<file path="config.mk">
export PLATFORM = sky130hd
export DESIGN_NAME = csi2tx_dphy_clk_lane_ctrl
export DESIGN_NICKNAME = d
export VERILOG_FILES = /design/src/rtl/csi2tx_dphy_clk_lane_ctrl.sv
export SDC_FILE = /design/constraint.sdc
export NUM_CORES = 1
export LEC_CHECK = 0
export BUFFER_PORTS_ARGS = -buffer_cell sky130_fd_sc_hd__clkbuf_2
export CORE_UTILIZATION = 50
export DETAILED_ROUTE_END_ITERATION = 7
export PLACE_DENSITY = 0.87
export SLEW_MARGIN = 10
export SYNTH_ARGS = -nofsm -noshare
export SYNTH_HDL_FRONTEND = slang
export SYNTH_SLANG_ARGS = --single-unit
</file>
<file path="constraint.sdc">
create_clock -name txclkesc -period 5.44 [get_ports txclkesc]
set_clock_uncertainty 0.05 [all_clocks]
set_input_delay 1.088 -clock txclkesc [delete_from_list [all_inputs] [get_ports txclkesc]]
set_output_delay 1.088 -clock txclkesc [all_outputs]
set_load 0.02 [all_outputs]
</file>
<file path="src/rtl/csi2tx_dphy_clk_lane_ctrl.sv">
// rtl/csi2tx_dphy_clk_lane_ctrl.sv - D-PHY clock lane LP<->HS transition sequencer on the escape clock
module csi2tx_dphy_clk_lane_ctrl #(
  parameter int CNT_W = 8
) (
  input  logic             txclkesc,
  input  logic             rst,
  input  logic             txrequesths,
  input  logic [CNT_W-1:0] cfg_t_lpx,
  input  logic [CNT_W-1:0] cfg_t_clk_prepare,
  input  logic [CNT_W-1:0] cfg_t_clk_zero,
  input  logic [CNT_W-1:0] cfg_t_clk_post,
  input  logic [CNT_W-1:0] cfg_t_clk_trail,
  input  logic [CNT_W-1:0] cfg_t_hs_exit,
  output logic             lp_dp,
  output logic             lp_dn,
  output logic             hs_en,
  output logic             ddrclk_en,
  output logic             stopstate,
  output logic             clk_active
);

  typedef enum logic [2:0] {
    ST_STOP     = 3'd0,
    ST_HS_RQST  = 3'd1,
    ST_BRIDGE   = 3'd2,
    ST_HS_ZERO  = 3'd3,
    ST_HS_CLK   = 3'd4,
    ST_HS_POST  = 3'd5,
    ST_HS_TRAIL = 3'd6,
    ST_HS_EXIT  = 3'd7
  } state_t;

  state_t           state_q, state_d;
  logic [CNT_W-1:0] cnt_q, cnt_d;

  // A programmed value of 0 is treated as 1 cycle.
  function automatic logic [CNT_W-1:0] load_val(input logic [CNT_W-1:0] cfg);
    return (cfg == '0) ? '0 : cfg - CNT_W'(1);
  endfunction

  always_ff @(posedge txclkesc or posedge rst) begin
    if (rst) begin
      state_q <= ST_STOP;
      cnt_q   <= '0;
    end else begin
      state_q <= state_d;
      cnt_q   <= cnt_d;
    end
  end

  always_comb begin
    state_d = state_q;
    cnt_d   = cnt_q;
    case (state_q)
      ST_STOP: begin
        cnt_d = '0;
        if (txrequesths) begin
          state_d = ST_HS_RQST;
          cnt_d   = load_val(cfg_t_lpx);
        end
      end
      ST_HS_RQST: begin
        if (cnt_q == '0) begin
          state_d = ST_BRIDGE;
          cnt_d   = load_val(cfg_t_clk_prepare);
        end else begin
          cnt_d = cnt_q - CNT_W'(1);
        end
      end
      ST_BRIDGE: begin
        if (cnt_q == '0) begin
          state_d = ST_HS_ZERO;
          cnt_d   = load_val(cfg_t_clk_zero);
        end else begin
          cnt_d = cnt_q - CNT_W'(1);
        end
      end
      ST_HS_ZERO: begin
        if (cnt_q == '0) begin
          state_d = ST_HS_CLK;
          cnt_d   = '0;
        end else begin
          cnt_d = cnt_q - CNT_W'(1);
        end
      end
      ST_HS_CLK: begin
        cnt_d = '0;
        if (!txrequesths) begin
          state_d = ST_HS_POST;
          cnt_d   = load_val(cfg_t_clk_post);
        end
      end
      ST_HS_POST: begin
        if (cnt_q == '0) begin
          state_d = ST_HS_TRAIL;
          cnt_d   = load_val(cfg_t_clk_trail);
        end else begin
          cnt_d = cnt_q - CNT_W'(1);
        end
      end
      ST_HS_TRAIL: begin
        if (cnt_q == '0) begin
          state_d = ST_HS_EXIT;
          cnt_d   = load_val(cfg_t_hs_exit);
        end else begin
          cnt_d = cnt_q - CNT_W'(1);
        end
      end
      ST_HS_EXIT: begin
        if (cnt_q == '0) begin
          state_d = ST_STOP;
          cnt_d   = '0;
        end else begin
          cnt_d = cnt_q - CNT_W'(1);
        end
      end
      default: begin
        state_d = ST_STOP;
        cnt_d   = '0;
      end
    endcase
  end

  // Outputs are a pure decode of the state flop, so reset reaches them without a clock edge.
  always_comb begin
    lp_dp      = 1'b1;
    lp_dn      = 1'b1;
    hs_en      = 1'b0;
    ddrclk_en  = 1'b0;
    stopstate  = 1'b0;
    clk_active = 1'b0;
    case (state_q)
      ST_STOP: stopstate = 1'b1;
      ST_HS_RQST: lp_dp = 1'b0;
      ST_BRIDGE: begin
        lp_dp = 1'b0;
        lp_dn = 1'b0;
      end
      ST_HS_ZERO, ST_HS_TRAIL: begin
        lp_dp = 1'b0;
        lp_dn = 1'b0;
        hs_en = 1'b1;
      end
      ST_HS_CLK: begin
        lp_dp      = 1'b0;
        lp_dn      = 1'b0;
        hs_en      = 1'b1;
        ddrclk_en  = 1'b1;
        clk_active = 1'b1;
      end
      ST_HS_POST: begin
        lp_dp     = 1'b0;
        lp_dn     = 1'b0;
        hs_en     = 1'b1;
        ddrclk_en = 1'b1;
      end
      ST_HS_EXIT: ;
      default: stopstate = 1'b1;
    endcase
  end

endmodule

</file>
[Word level (Yosys, flattened, before mapping)]
Cells that the tools add are included.
Cells by class
  equal/unequal tests: 15
  add/sub/neg operators: 7
  reduce and logical (&&, ||, !) cells: 14
  multiplexer cells: 29
Operator list (count)
  $mux W8: 13
  $logic_not A8 Y1: 7
  $pmux W8 S7: 1
  $sub A8 B1 Y8 const B: 7
  $mux W3: 8
  $pmux W3 S8: 1
  $ne A2 B2 Y1 const B: 8
  $eq A3 B3 Y1 const B: 4
  $reduce_and A8 Y1: 1
  $eq A3 B2 Y1 const B: 2
  $mux W1: 6
  $reduce_or A6 Y1: 1
  $reduce_or A5 Y1: 1
  $reduce_or A2 Y1: 2
  $reduce_or A4 Y1: 1
  $eq A3 B1 Y1 const B: 1
  $logic_not A3 Y1: 1
Word-level totals
  word-level logic and storage cells: 67
  output and inout port bits: 6
  flip-flop bits (word level): 11

[Longest topological paths before layout]
  depth in word-level cells: 4
  mapped depth: 8
  mapped depth without buffers: 7

[Worst setup path after synthesis]
Ideal clock, no wire load.
  path type: in2reg
  from: in cfg_t_hs_exit[4]
  to: reg cnt_q[2]
  stages: 5
  arrival: 2600 ps
  path slack: 2647 ps
  required time: 5247 ps
  setup time: 143 ps
  cell sequence: or4_4 > o311ai_4 > o221ai_2 > a2111oi_2 > o221ai_1
Between the ends
  cells in the longest elaborated chain, start to end: 4
RTL lines
  from (decl): RTL line 13  | input logic [CNT_W-1:0] cfg_t_hs_exit,
  $logic_not A8 Y1: RTL line 38  | return (cfg == '0) ? '0 : cfg - CNT_W'(1);
  $mux W8: RTL line 38
  $mux W8: RTL line 102  | if (cnt_q == '0) begin
  $pmux W8 S7: RTL line 54  | case (state_q)
  named net cnt_d[2]: RTL line 34  | logic [CNT_W-1:0] cnt_q, cnt_d;
  to (signal assigned): RTL line 47  | cnt_q <= cnt_d;
  to (decl): RTL line 34
The timed path passes the listed nets, and every way through them passes these cells.
A chain may end at the register's enable or synchronous reset.

[Worst setup path after layout]
  from: in cfg_t_hs_exit[4]
  to: reg cnt_q[3]
Same word-level chain as after synthesis.

==> metrics.cfg <==
[status]
outcome=completed

[global_route]
antenna_found_initial=0
grt_pass1_wl_um=9039
grt_use_total_pct=26.40
grt_pass1_vias=2091
grt_remaining_overflow=0
grt_max_degree=17

[die]
start_util_pct=54.15
die_w_um=66.14
dieArea_sq_um=4375
die_height_um=66.14
core_area_sq_um=3799
rows=22
ios=57

[final_layout]
area_growth_pct=17.94
fin_nets=397
drive_gt1_share_pct=22.02
diodes=0
final_cells=375

[synth]
synth.mux.area_fraction_pct=3.041
async_reset_ff_share_pct=100.0
synth_area_sq_um=2057
ys_ff_latch=11
yosysSeqAreaShare_pct=13.38
synth_adder_area_share_pct=10.95
synth_flop_cell=dfrtp_1
synth_edf_count=0
synth_compound_area_share_pct=27.37
yosys.area_share.simple_pct=29.50
synth_top_family_by_area=simple AND/OR/NAND/NOR gates
synth-warning-count=0
synth_xor_area_share_pct=10.22
synth_nets=340
avgSynthCellArea_sq_um=7.590
ys_types=62
synth_cells=271

[timing]
setup_tns_ns=0
finalCritPeriodShare_pct=51.80
tightest_slew_ns=0.5856
rsz0062_at_grt=no
setup_viol=0
slew_headroom_pct=60.60
final_hold_viol_count=0
setup_ws_ns=2.622
drv_slew=0
fmax_ghz=0.3549
period_minus_slack_ns=2.818

[placed_design]
placed_cells=371
port_buffers=56
pre_cts_slack_ns=2.376
detailed_place_hpwl_um=4570
place.gp.congestion=0.9030

[clock_network]
post-cts-setup-buffers=0
cts_htree_levels=1
clock_latency_ns=0.25
cts-root-buf=clkbuf_8
cts_hold_buffers=0
ctsResizeCount=0
cts_buffers=3
cts_sinks=11
clkTransAtPathRegs_ns=0.05
cts_tree=built
cts_buffer_depth=2

[drt]
remaining_drc_errors=0
drt_first_iter_violations=167
dr.pass1.iters=5
wire_per_inst_um=14.68
final_antenna_net_count=0
via_per_inst=6.160
vias=2310
wirelength_um=5504

[worst_setup_path]
ff2ff_setup_slack_ns=3.01
r2r_cells=5
endpoint_kind=flop
cp.arrival_ns=2.88
r2r_start=cnt_q[4]
worstSetupStartpointType=input port
crit_path_max_fanout=6
criticalPathCategory=in -> reg
cp.required_ns=5.50
regToRegEndpoint=cnt_q[7]

[power_and_ir_drop]
power_leakage_nw=1.064
p_per_area_nw_per_um2=386.5
peakVddDrop_mv=0.4812

[worst_hold_path]
hp-class=reg -> reg
holdPathStages=1
whs_endpoint=state_q[1]
hold_start=state_q[1]

[run]
drv_cap=0

[state kept, by name, summed over array words and instances (netlist names)]
register  cells
state_q       3
cnt_q         8
[worst max-delay path by stage]
stage | slack [ns] | startpoint | end | depth (start not counted)
5_1_grt | 2.49 | state_q[1] | lp_dp | 6
3_3_place_gp | 2.43 | cfg_t_clk_prepare[5] | cnt_q[5] | 6
6_report | 2.62 | cfg_t_hs_exit[4] | cnt_q[3] | 6
4_1_cts | 2.63 | cfg_t_hs_exit[4] | cnt_q[3] | 6
3_5_place_dp | 2.38 | cfg_t_hs_exit[4] | cnt_q[3] | 6
2_1_floorplan | 2.65 | cfg_t_hs_exit[4] | cnt_q[2] | 5
[placed cells by master (no fill, tap or decap), drive strengths merged, types with 2 or more instances in the layout]
master and instances:
nor4 8, a211oi 3, o221ai 4, o31ai 7
xnor2 15, or4b 2, dfrtp 11, nor3b 4
a31oi 3, nor2b 6, o211ai 3, clkbuf 60
mux2i 4, and3 2, a221oi 2, nand2 14
nand3 4, o21ai 10, or3 7, nand2b 7
o41ai 2, nor2 21, mux2 2, or4 10
o22ai 3, a22oi 2, a21oi 17, ha 18
a21o 4, xor2 9, o311ai 2, nor3 11
o32ai 2, nand3b 3, inv 26, a2111oi 3
[routing by layer]
layer	vias to the layer above	part of all wire [%]	GRT usage [%]
met5	-	0	0
met4	0	1.0	5.053
met2	84	48	44.39
met3	10	5.5	4.310
li1	1137	-	-
met1	1079	45	35.37
[synthesized netlist by cell type, types with 3 or more instances]
| cell | instances | area share, % |
|---|---|---|
| nor4_1 | 7 | 2.1 |
| a21oi_1 | 17 | 4.1 |
| o211ai_1 | 3 | 1.1 |
| nor3_1 | 11 | 2.7 |
| o21ai_0 | 9 | 2.2 |
| nor2b_1 | 6 | 1.8 |
| nand2b_1 | 7 | 2.1 |
| nor3b_1 | 4 | 1.5 |
| nor2_1 | 21 | 3.8 |
| o221ai_1 | 3 | 1.3 |
| o31ai_1 | 6 | 2.2 |
| a31oi_1 | 3 | 0.91 |
| nand2_1 | 14 | 2.6 |
| a211oi_1 | 3 | 1.1 |
| nand3_1 | 4 | 0.97 |
| xor2_1 | 9 | 3.8 |
| inv_1 | 26 | 4.7 |
| o22ai_1 | 3 | 0.91 |
| xnor2_1 | 15 | 6.4 |
| or3_1 | 6 | 1.8 |
| a21o_1 | 4 | 1.5 |
| ha_1 | 18 | 11 |
| or4_1 | 9 | 3.3 |
| nand3b_1 | 3 | 1.1 |
| mux2i_1 | 4 | 1.9 |
| dfrtp_1 | 11 | 13 |
[layout make-up]
class	count	area, sq um
fill	333	1373
multi-input combinational	230	1668
clock buffer	4	45.04
sequential	11	275.3
tap	48	60.06
timing repair buffer	56	280.3
inverter	26	97.59
[cell families after synthesis]
family	Yosys count
fa+ha+maj	18
buf+inv	30
xor+xnor	24
mux	6
simple gates	106
compound gates	76
flops	11
[power by group]
part           total (mW)  switching [mW]  internal, mW  leakage, nW
clock network      0.0879          0.0361        0.0518       0.0228
registers           0.181          0.0530         0.128        0.133
logic               0.669           0.393         0.276        0.908
[metrics by stage]
step / hold WS, ns / utilization (%) / cell area, sq um / power [mW]
after global placement: 0.5041 / 62.68 / 2381 / 0.8207
after floorplan: 0.4827 / - / 2057 / 0.6633
after global routing: 0.5410 / 63.87 / 2426 / 1.016
after detailed placement: 0.5146 / 62.68 / 2381 / 0.8358
final: 0.5303 / 63.87 / 2426 / 0.9378
after CTS: 0.5265 / 63.87 / 2426 / 0.9279
[critical path, cell delays in order]
cell	delay [ns]
clkbuf_2	0.11
or4_4	0.57
o311ai_4	0.39
o221ai_1	0.16
a2111oi_0	0.44
o21ai_0	0.12
(Power assumes the default switching activity.)
